### src/rtl/i2c_bit_ctrl_pkg.sv
`default_nettype none
// ============================================================================
// Module      : i2c_bit_ctrl_pkg
// Description : Shared I2C definitions: command encodings, prescaler limits,
//               bit-engine state type and small decode helpers.
// Revision    : 1.0 - initial release
// ============================================================================
package i2c_bit_ctrl_pkg;

    localparam int I2C_PSCR_WIDTH   = 16;
    localparam int I2C_PSCR_MIN_VAL = 2;

    localparam logic [3:0] I2C_CMD_NOP   = 4'b0000;
    localparam logic [3:0] I2C_CMD_START = 4'b0001;
    localparam logic [3:0] I2C_CMD_STOP  = 4'b0010;
    localparam logic [3:0] I2C_CMD_WRITE = 4'b0100;
    localparam logic [3:0] I2C_CMD_READ  = 4'b1000;

    typedef enum logic [4:0] {
        IDLE,
        START_A, START_B, START_C, START_D, START_E,
        STOP_A,  STOP_B,  STOP_C,  STOP_D,
        WR_A,    WR_B,    WR_C,    WR_D,
        RD_A,    RD_B,    RD_C,    RD_D
    } i2c_bit_state_e;

    // True when exactly one command bit is set.
    function automatic logic is_onehot4(input logic [3:0] cmd);
        return (cmd != 4'b0000) && ((cmd & (cmd - 4'd1)) == 4'b0000);
    endfunction

    // First phase of a (one-hot) command.
    function automatic i2c_bit_state_e first_phase(input logic [3:0] cmd);
        i2c_bit_state_e s;
        case (cmd)
            I2C_CMD_START: s = START_A;
            I2C_CMD_STOP:  s = STOP_A;
            I2C_CMD_WRITE: s = WR_A;
            I2C_CMD_READ:  s = RD_A;
            default:       s = IDLE;
        endcase
        return s;
    endfunction

    // Phase sequencing; the last phase of every primitive returns to IDLE.
    function automatic i2c_bit_state_e next_phase(input i2c_bit_state_e cur);
        i2c_bit_state_e s;
        case (cur)
            START_A: s = START_B;
            START_B: s = START_C;
            START_C: s = START_D;
            START_D: s = START_E;
            STOP_A:  s = STOP_B;
            STOP_B:  s = STOP_C;
            STOP_C:  s = STOP_D;
            WR_A:    s = WR_B;
            WR_B:    s = WR_C;
            WR_C:    s = WR_D;
            RD_A:    s = RD_B;
            RD_B:    s = RD_C;
            RD_C:    s = RD_D;
            default: s = IDLE;
        endcase
        return s;
    endfunction

    // Pad direction for a phase as {scl_dir, sda_dir}; 1 pulls the line low.
    // scl_hold keeps SCL where it is for START_A (idle bus vs repeated START).
    function automatic logic [1:0] phase_lines(input i2c_bit_state_e s,
                                               input logic scl_hold,
                                               input logic d);
        logic [1:0] l;
        case (s)
            START_A: l = {scl_hold, 1'b0};
            START_B: l = 2'b00;
            START_C: l = 2'b01;
            START_D: l = 2'b01;
            START_E: l = 2'b11;
            STOP_A:  l = 2'b11;
            STOP_B:  l = 2'b01;
            STOP_C:  l = 2'b01;
            STOP_D:  l = 2'b00;
            WR_A:    l = {1'b1, ~d};
            WR_B:    l = {1'b0, ~d};
            WR_C:    l = {1'b0, ~d};
            WR_D:    l = {1'b1, ~d};
            RD_A:    l = 2'b10;
            RD_B:    l = 2'b00;
            RD_C:    l = 2'b00;
            RD_D:    l = 2'b10;
            default: l = 2'b00;
        endcase
        return l;
    endfunction

endpackage
`default_nettype wire

### src/rtl/i2c_if.sv
`default_nettype none
// ============================================================================
// Module      : i2c_if
// Description : Open-drain I2C pad bundle (SCL/SDA in, out, direction, irq).
// Revision    : 1.0 - initial release
// ============================================================================
interface i2c_if;
    logic scl_i;
    logic sda_i;
    logic scl_o;
    logic sda_o;
    logic scl_dir_o;
    logic sda_dir_o;
    logic irq_o;

    modport dut (
        input  scl_i,
        input  sda_i,
        output scl_o,
        output sda_o,
        output scl_dir_o,
        output sda_dir_o,
        output irq_o
    );
endinterface
`default_nettype wire

### src/rtl/i2c_sync2.sv
`default_nettype none
// ============================================================================
// Module      : i2c_sync2
// Description : Two-flop synchronizer; resets to 1, the idle bus level.
// Revision    : 1.0 - initial release
// ============================================================================
module i2c_sync2 (
    input  logic i_clk,
    input  logic i_rst,
    input  logic i_d,
    output logic o_q
);
    logic r_meta;
    logic r_sync;

    // Double-register the asynchronous pad input.
    always_ff @(posedge i_clk or posedge i_rst) begin
        if (i_rst) begin
            r_meta <= 1'b1;
            r_sync <= 1'b1;
        end else begin
            r_meta <= i_d;
            r_sync <= r_meta;
        end
    end

    assign o_q = r_sync;
endmodule
`default_nettype wire

### src/rtl/i2c_bit_ctrl.sv
`default_nettype none
// ============================================================================
// Module      : i2c_bit_ctrl
// Description : I2C bit engine: executes START/STOP/WRITE/READ primitives on
//               open-drain SCL/SDA with clock stretching, arbitration-loss
//               and bus-busy detection.
// Revision    : 1.0 - initial release
// ============================================================================
module i2c_bit_ctrl
    import i2c_bit_ctrl_pkg::*;
#(
    parameter int PSCR_W = I2C_PSCR_WIDTH
) (
    input  logic              clk_i,
    input  logic              rst_i,
    input  logic              en_i,
    input  logic [PSCR_W-1:0] pscr_i,
    input  logic              cmd_valid_i,
    input  logic [3:0]        cmd_i,
    input  logic              din_i,
    output logic              cmd_ack_o,
    output logic              dout_o,
    output logic              busy_o,
    output logic              al_o,
    i2c_if.dut                i2c
);

    // ------------------------------------------------------------------
    // Synchronized pads and bus event detection
    // ------------------------------------------------------------------
    logic w_scl_s;
    logic w_sda_s;
    logic r_sda_d;
    logic r_busy;
    logic w_bus_start;
    logic w_bus_stop;

    i2c_sync2 u_scl_sync (
        .i_clk (clk_i),
        .i_rst (rst_i),
        .i_d   (i2c.scl_i),
        .o_q   (w_scl_s)
    );

    i2c_sync2 u_sda_sync (
        .i_clk (clk_i),
        .i_rst (rst_i),
        .i_d   (i2c.sda_i),
        .o_q   (w_sda_s)
    );

    assign w_bus_start = r_sda_d & ~w_sda_s & w_scl_s;
    assign w_bus_stop  = ~r_sda_d & w_sda_s & w_scl_s;

    // Track SDA history and bus ownership; runs regardless of en_i.
    always_ff @(posedge clk_i or posedge rst_i) begin
        if (rst_i) begin
            r_sda_d <= 1'b1;
            r_busy  <= 1'b0;
        end else begin
            r_sda_d <= w_sda_s;
            if (w_bus_start) begin
                r_busy <= 1'b1;
            end else if (w_bus_stop) begin
                r_busy <= 1'b0;
            end
        end
    end

    // ------------------------------------------------------------------
    // Phase engine
    // ------------------------------------------------------------------
    i2c_bit_state_e    r_state;
    i2c_bit_state_e    w_state_nxt;
    logic [PSCR_W-1:0] r_cnt;
    logic [PSCR_W-1:0] w_cnt_nxt;
    logic [PSCR_W-1:0] w_pscr_eff;
    logic [3:0]        r_cmd;
    logic [3:0]        w_cmd_nxt;
    logic              r_din;
    logic              w_din_nxt;
    logic              r_dout;
    logic              w_dout_nxt;
    logic              r_ack;
    logic              w_ack_nxt;
    logic              r_al;
    logic              w_al_nxt;
    logic              r_scl_dir;
    logic              w_scl_dir_nxt;
    logic              r_sda_dir;
    logic              w_sda_dir_nxt;
    logic              w_line_din;
    logic              w_stretch;
    logic              w_phase_done;
    logic              w_pin_al;
    logic              w_stop_al;
    logic              w_al_det;

    assign w_pscr_eff = (pscr_i < PSCR_W'(I2C_PSCR_MIN_VAL)) ?
                        PSCR_W'(I2C_PSCR_MIN_VAL) : pscr_i;

    // SCL released by us but still seen low: a slave (or sync delay) is
    // stretching the clock, so the phase timer must wait.
    assign w_stretch    = ~r_scl_dir & ~w_scl_s;
    assign w_phase_done = (r_cnt == '0) & ~w_stretch;

    // Another master pulled SDA low while we released it with SCL high.
    assign w_pin_al  = ~r_sda_dir & w_scl_s & ~w_sda_s &
                       ((r_state == WR_B) | (r_state == WR_C) | (r_state == START_B));
    // A STOP on the bus that we did not generate.
    assign w_stop_al = w_bus_stop & (r_state != IDLE) & (r_cmd != I2C_CMD_STOP);
    assign w_al_det  = w_pin_al | w_stop_al;

    // Next-state, phase timer and registered-output decode.
    always_comb begin
        w_state_nxt   = r_state;
        w_cnt_nxt     = r_cnt;
        w_cmd_nxt     = r_cmd;
        w_din_nxt     = r_din;
        w_dout_nxt    = r_dout;
        w_ack_nxt     = 1'b0;
        w_al_nxt      = 1'b0;
        w_scl_dir_nxt = r_scl_dir;
        w_sda_dir_nxt = r_sda_dir;
        w_line_din    = r_din;

        if (!en_i) begin
            w_state_nxt   = IDLE;
            w_cnt_nxt     = '0;
            w_scl_dir_nxt = 1'b0;
            w_sda_dir_nxt = 1'b0;
        end else if (w_al_det) begin
            w_state_nxt   = IDLE;
            w_cnt_nxt     = '0;
            w_scl_dir_nxt = 1'b0;
            w_sda_dir_nxt = 1'b0;
            w_al_nxt      = 1'b1;
        end else if (r_state == IDLE) begin
            if (cmd_valid_i && is_onehot4(cmd_i)) begin
                w_state_nxt = first_phase(cmd_i);
                w_cmd_nxt   = cmd_i;
                w_din_nxt   = din_i;
                w_line_din  = din_i;
            end
        end else begin
            if (!w_stretch && (r_cnt != '0)) begin
                w_cnt_nxt = r_cnt - PSCR_W'(1);
            end
            if (w_phase_done) begin
                if (r_state == RD_C) begin
                    w_dout_nxt = w_sda_s;
                end
                w_state_nxt = next_phase(r_state);
                if (w_state_nxt == IDLE) begin
                    w_ack_nxt = 1'b1;
                    w_cnt_nxt = '0;
                end
            end
        end

        // Entering a new phase: reload the timer and set the pad levels so
        // they change on the first cycle of the phase.
        if ((w_state_nxt != r_state) && (w_state_nxt != IDLE)) begin
            w_cnt_nxt = w_pscr_eff;
            {w_scl_dir_nxt, w_sda_dir_nxt} = phase_lines(w_state_nxt, r_scl_dir, w_line_din);
        end
    end

    // State and output registers.
    always_ff @(posedge clk_i or posedge rst_i) begin
        if (rst_i) begin
            r_state   <= IDLE;
            r_cnt     <= '0;
            r_cmd     <= I2C_CMD_NOP;
            r_din     <= 1'b0;
            r_dout    <= 1'b0;
            r_ack     <= 1'b0;
            r_al      <= 1'b0;
            r_scl_dir <= 1'b0;
            r_sda_dir <= 1'b0;
        end else begin
            r_state   <= w_state_nxt;
            r_cnt     <= w_cnt_nxt;
            r_cmd     <= w_cmd_nxt;
            r_din     <= w_din_nxt;
            r_dout    <= w_dout_nxt;
            r_ack     <= w_ack_nxt;
            r_al      <= w_al_nxt;
            r_scl_dir <= w_scl_dir_nxt;
            r_sda_dir <= w_sda_dir_nxt;
        end
    end

    assign cmd_ack_o     = r_ack;
    assign dout_o        = r_dout;
    assign busy_o        = r_busy;
    assign al_o          = r_al;
    assign i2c.scl_o     = 1'b0;
    assign i2c.sda_o     = 1'b0;
    assign i2c.scl_dir_o = r_scl_dir;
    assign i2c.sda_dir_o = r_sda_dir;
    assign i2c.irq_o     = 1'b0;

endmodule
`default_nettype wire
### src/flat_wrapper.sv
// flat-port wrapper written by rule: the top's interface ports become plain ports
module i2c_bit_ctrl_flat import i2c_bit_ctrl_pkg::*;
#(
    parameter int PSCR_W = I2C_PSCR_WIDTH
)
  (clk_i, rst_i, en_i, pscr_i, cmd_valid_i, cmd_i, din_i, cmd_ack_o, dout_o, busy_o, al_o, i2c_scl_i, i2c_sda_i, i2c_scl_o, i2c_sda_o, i2c_scl_dir_o, i2c_sda_dir_o, i2c_irq_o);
  i2c_if i2c_i ();
  input  logic clk_i;
  input  logic rst_i;
  input  logic en_i;
  input  logic [PSCR_W-1:0] pscr_i;
  input  logic cmd_valid_i;
  input  logic [3:0] cmd_i;
  input  logic din_i;
  output logic cmd_ack_o;
  output logic dout_o;
  output logic busy_o;
  output logic al_o;
  input wire logic [$bits(i2c_i.scl_i)-1:0] i2c_scl_i;
  input wire logic [$bits(i2c_i.sda_i)-1:0] i2c_sda_i;
  output wire logic [$bits(i2c_i.scl_o)-1:0] i2c_scl_o;
  output wire logic [$bits(i2c_i.sda_o)-1:0] i2c_sda_o;
  output wire logic [$bits(i2c_i.scl_dir_o)-1:0] i2c_scl_dir_o;
  output wire logic [$bits(i2c_i.sda_dir_o)-1:0] i2c_sda_dir_o;
  output wire logic [$bits(i2c_i.irq_o)-1:0] i2c_irq_o;
  assign i2c_i.scl_i = i2c_scl_i;
  assign i2c_i.sda_i = i2c_sda_i;
  assign i2c_scl_o = i2c_i.scl_o;
  assign i2c_sda_o = i2c_i.sda_o;
  assign i2c_scl_dir_o = i2c_i.scl_dir_o;
  assign i2c_sda_dir_o = i2c_i.sda_dir_o;
  assign i2c_irq_o = i2c_i.irq_o;
  i2c_bit_ctrl #(.PSCR_W(PSCR_W)) u_core (.clk_i(clk_i), .rst_i(rst_i), .en_i(en_i), .pscr_i(pscr_i), .cmd_valid_i(cmd_valid_i), .cmd_i(cmd_i), .din_i(din_i), .cmd_ack_o(cmd_ack_o), .dout_o(dout_o), .busy_o(busy_o), .al_o(al_o), .i2c(i2c_i));
endmodule
### config.mk
export PLATFORM = sky130hd
export DESIGN_NAME = i2c_bit_ctrl_flat
export DESIGN_NICKNAME = d
export VERILOG_FILES = /design/src/rtl/i2c_bit_ctrl_pkg.sv /design/src/rtl/i2c_if.sv /design/src/rtl/i2c_sync2.sv /design/src/rtl/i2c_bit_ctrl.sv /design/src/flat_wrapper.sv
export SDC_FILE = /design/constraint.sdc
export NUM_CORES = 1
export LEC_CHECK = 0
export CORE_UTILIZATION = 50
export DETAILED_ROUTE_END_ITERATION = 7
export HOLD_SLACK_MARGIN = 0.15
export PLACE_DENSITY = 0.84
export SLEW_MARGIN = 30
export SYNTH_ARGS = -nofsm -noshare
export SYNTH_HDL_FRONTEND = slang
export SYNTH_HIERARCHICAL = 1
export SYNTH_SLANG_ARGS = --single-unit
### constraint.sdc
create_clock -name clk_i -period 3.2 [get_ports clk_i]
set_input_delay 0.32 -clock clk_i [delete_from_list [all_inputs] [get_ports clk_i]]
set_output_delay 0.32 -clock clk_i [all_outputs]
set_load 0.01 [all_outputs]
==> results by group <==
Floorplan
  – Horiz. Die Dim: 75.4 um
  – Initial Utilization: 52.3%
  – Area of the core: 5140 sq um
  – I/O pin cnt: 36
  – Die height: 75.4 um
  – # rows: 26
  – Die ar.: 5680 sq um

Run
  – Max_cap viols: 0

Synthesis
  – Count leader, synth: o21ai_0
  – Synth top area share: 29.8%
  – FFs w/ async S/R, synth: 100%
  – Mux cell area share after synthesis: 6.60%
  – Most used DFF post-synth: dfrtp_1
  – Main combinational cell family by area after synthesis: simple AND/OR/NAND/NOR gates
  – Simple-Gate Fraction of Synth Area: 25.8%
  – Post-Synth Adder-Cell Area: 3.16%
  – EDFF count, synth: 0
  – Synth Instances: 314
  – Top cells by area, synth: dfrtp_1, o21ai_0, mux2_2, dfstp_2, a21oi_1
  – Yosys reg bits: 37
  – Post-Synth XOR/XNOR Area: 0.651%
  – Compound-cell area share of the yosys netlist: 23.4%
  – Syn Std Cell Area: 2690 sq um
  – Netlist cell types: 67
  – Syn. warnings: 6
  – Largest area contributor in the netlist: dfrtp_1
  – Synthesized area per cell: 8.57 sq um
  – Top post-synthesis cells by count: o21ai_0, dfrtp_1, nand2_1, nor2_1, a21oi_1
  – Register area share after synthesis: 34.7%

Min path
  – Tightest Hold Check Type: register to register
  – Hold path cells: 0
  – Min-Delay Endpoint: u_core/u_sda_sync/o_q
  – Worst hold path startpoint: u_core/u_sda_sync/r_meta

Cells and area
  – Max reg flops: 16
  – FILL cells: 448
  – Top flop regs: u_core/r_cnt (16), u_core/r_state (5), u_core/r_cmd (4)
  – Share of cells above drive strength 1: 21.6%
  – Antenna cell count: 0
  – Area Growth Syn to Fin: 25.7%
  – Reg with most FFs: u_core/r_cnt
  – Nets: 398

Timing
  – Final Critical Period: 3.09 ns
  – FMAX: 323 MHz
  – Worst slew margin: 65.3%
  – Setup TNS: 0 ns
  – Final WS setup: 0.108 ns
  – Final Slew Violations: 0
  – Clk_skew: 0.0149 ns
  – Final Cycle Share: 96.6%
  – Worst-Margin Slew: 0.515 ns
  – Fin. Hold Viols: 0
  – RSZ-0062 raised after global routing: false
  – Setup Viol. Count Final: 0

Critical path
  – CP peak stage delay: 0.60 ns
  – Worst R2R Start: u_core/r_cnt[11]
  – Crit path buf inv count: 1
  – Worst reg2reg endpoint: u_core/r_cnt[7]
  – Crit end category: register
  – Worst path depth: 8
  – CP max stage cell: or4_4
  – Crit Path Category: register to register
  – Cell count of the worst reg-to-reg path: 8
  – Worst-path cell chain: or4_4, or3_4, or4_1, a21oi_4, nor4_4, a22oi_4, buf_12, mux2_2
  – Setup crit start kind: register
  – CP top delay family: simple AND/OR/NAND/NOR gates
  – Crit path arrival time: 3.27 ns
  – Worst R2R Setup Slack: 0.11 ns
  – Max Fanout on Critical Path: 28
  – Worst EP required: 3.38 ns

Detailed routing
  – Drt drc: 0
  – Vias: 2684
  – Initial drt markers: 263
  – DR vias/cell: 6.16
  – ANT nets after route: 0
  – Met2 routed WL: 3.39 mm
  – Pre-antenna DRT Iters: 5
  – Routed WL: 7.21 mm
  – Post-DR wirelength/cell: 16.5 um
  – DR WL met3: 447 um
  – WL met1: 3.23 mm
  – Uppermost layer routed: met4

Power
  – Sw Share: 42.9%
  – Worst vdd ir: 0.000539 V
  – P_int: 1.50 mW
  – LEAKAGE: 1.36 nW
  – Switch Pwr: 1.12 mW
  – Sequential share of power: 26.6%
  – Power density cells: 775 nW/um^2
  – Clk pwr share: 16.1%
  – Total Power: 2.62 mW
  – Part of the power in combinational logic: 57.3%

Placement
  – Place WS: 0.0484 ns
  – DP HPWL: 5.41 mm
  – GP Congestion: 1.02
  – IO buf count: 32

Clock tree
  – Clock sink total: 37
  – Clk pin slew, worst setup/hold paths: 0.08 ns
  – Htree depth: 2
  – CTS tree: yes
  – Worst skew pair latency: 0.30 ns
  – Longest Clk Path Bufs: 2
  – CTS root buffer: clkbuf_8
  – CTS Buf Count: 5

Global routing
  – First-pass GRT wire length: 11.6 mm
  – Largest net degree at the start of global routing: 34
  – Grt total ovfl: 0
  – Initial antenna violation count: 0
  – GRT Overall Usage: 27.5%
  – Vias in the first global route: 2432

Status
  – Status: complete, no violations
## layout make-up
cell class / instances / area [sq um] / area share (%)
clock buffer: 5 / 68.8 / 2.03
multi-input combinational: 246 / 1650 / 48.7
inverter: 15 / 56.3 / 1.66
tap: 70 / 87.6 / 2.59
timing repair buffer: 60 / 543 / 16.1
sequential: 37 / 932 / 27.6
clock inverter: 3 / 46.3 / 1.37
## kinds of logic (layout without fill, tap and decap cells)
family                     count (synthesis)  in the layout
xor gates and xnor gates                   2              2
and+or+nand+nor                          123            123
DFF                                       37             37
other                                      1              3
AOI/OAI and AO/OA                         95             95
adders and majority gates                  7              7
buffers and inverters                     33             83
muxes                                     16             16
## worst register-to-register path, delay by kind of cell (launching register included)
kind,cells,cell delay (ns)
AOI/OAI and AO/OA,2,0.39
buffers and inverters,1,0.20
DFF,1,0.43
muxes,1,0.35
and+or+nand+nor,4,1.62
## timing repair
item,CTS,global route
hold buffers,0,0
resized for setup,0,9
setup endpoints to repair,0,18
setup buffers,0,0
## placed cells by master, fill, tap and decap left out, types with 3 or more instances in the layout
master	netlist	final
nor2_1	23	23
buf_4	4	27
clkdlybuf4s50_1	0	32
clkbuf_8	0	5
nand3_1	7	7
ha_1	6	4
o21a_1	4	4
nor2b_1	6	6
and3_1	4	3
conb_1	1	3
inv_1	15	15
dfstp_2	5	5
nor4_1	10	10
mux2_2	14	14
a31oi_1	4	4
a21oi_1	20	20
or2_2	4	4
dfrtp_1	32	32
a22oi_1	3	3
nand2b_1	7	7
o21ai_0	37	36
nand2_1	23	23
nor3_1	16	16
## metrics by stage
stage               hold slack (ns)  utilization (%)  area, sq um  instances
floorplan                     0.232                -         2700        316
finish                        0.360             65.8         3380        436
CTS                           0.361             65.1         3350        436
global route                  0.366             65.8         3380        436
detailed placement            0.350             62.9         3230        428
global placement              0.346             62.9         3230        428
## power groups by stage
stage | registers, mW | logic, mW | clock network, mW
floorplan | 0.655 | 1.02 | 0
global placement | 0.693 | 1.40 | 0
detailed placement | 0.699 | 1.43 | 0
CTS | 0.691 | 1.44 | 0.431
global route | 0.709 | 1.64 | 0.445
finish | 0.697 | 1.50 | 0.421
## routing by layer
layer	vias to the layer above	GRT usage [%]
li1	1265	-
met2	121	43.1
met5	-	0
met4	0	10.3
met1	1278	38.5
met3	20	4.76
## worst max path at each step
stage / to / slack, ns / startpoint
floorplan: u_core/i2c.sda_dir_o / 0.02 / u_core/r_state[0]
global route: u_core/r_cnt[5] / 0.006 / u_core/r_state[0]
CTS: u_core/r_cnt[7] / 0.01 / u_core/r_state[0]
global placement: u_core/r_cnt[2] / 0.08 / u_core/r_cnt[11]
detailed placement: u_core/r_cnt[7] / 0.05 / u_core/r_state[0]
finish: u_core/r_cnt[7] / 0.11 / u_core/r_cnt[11]
(Power assumes the default switching activity.)
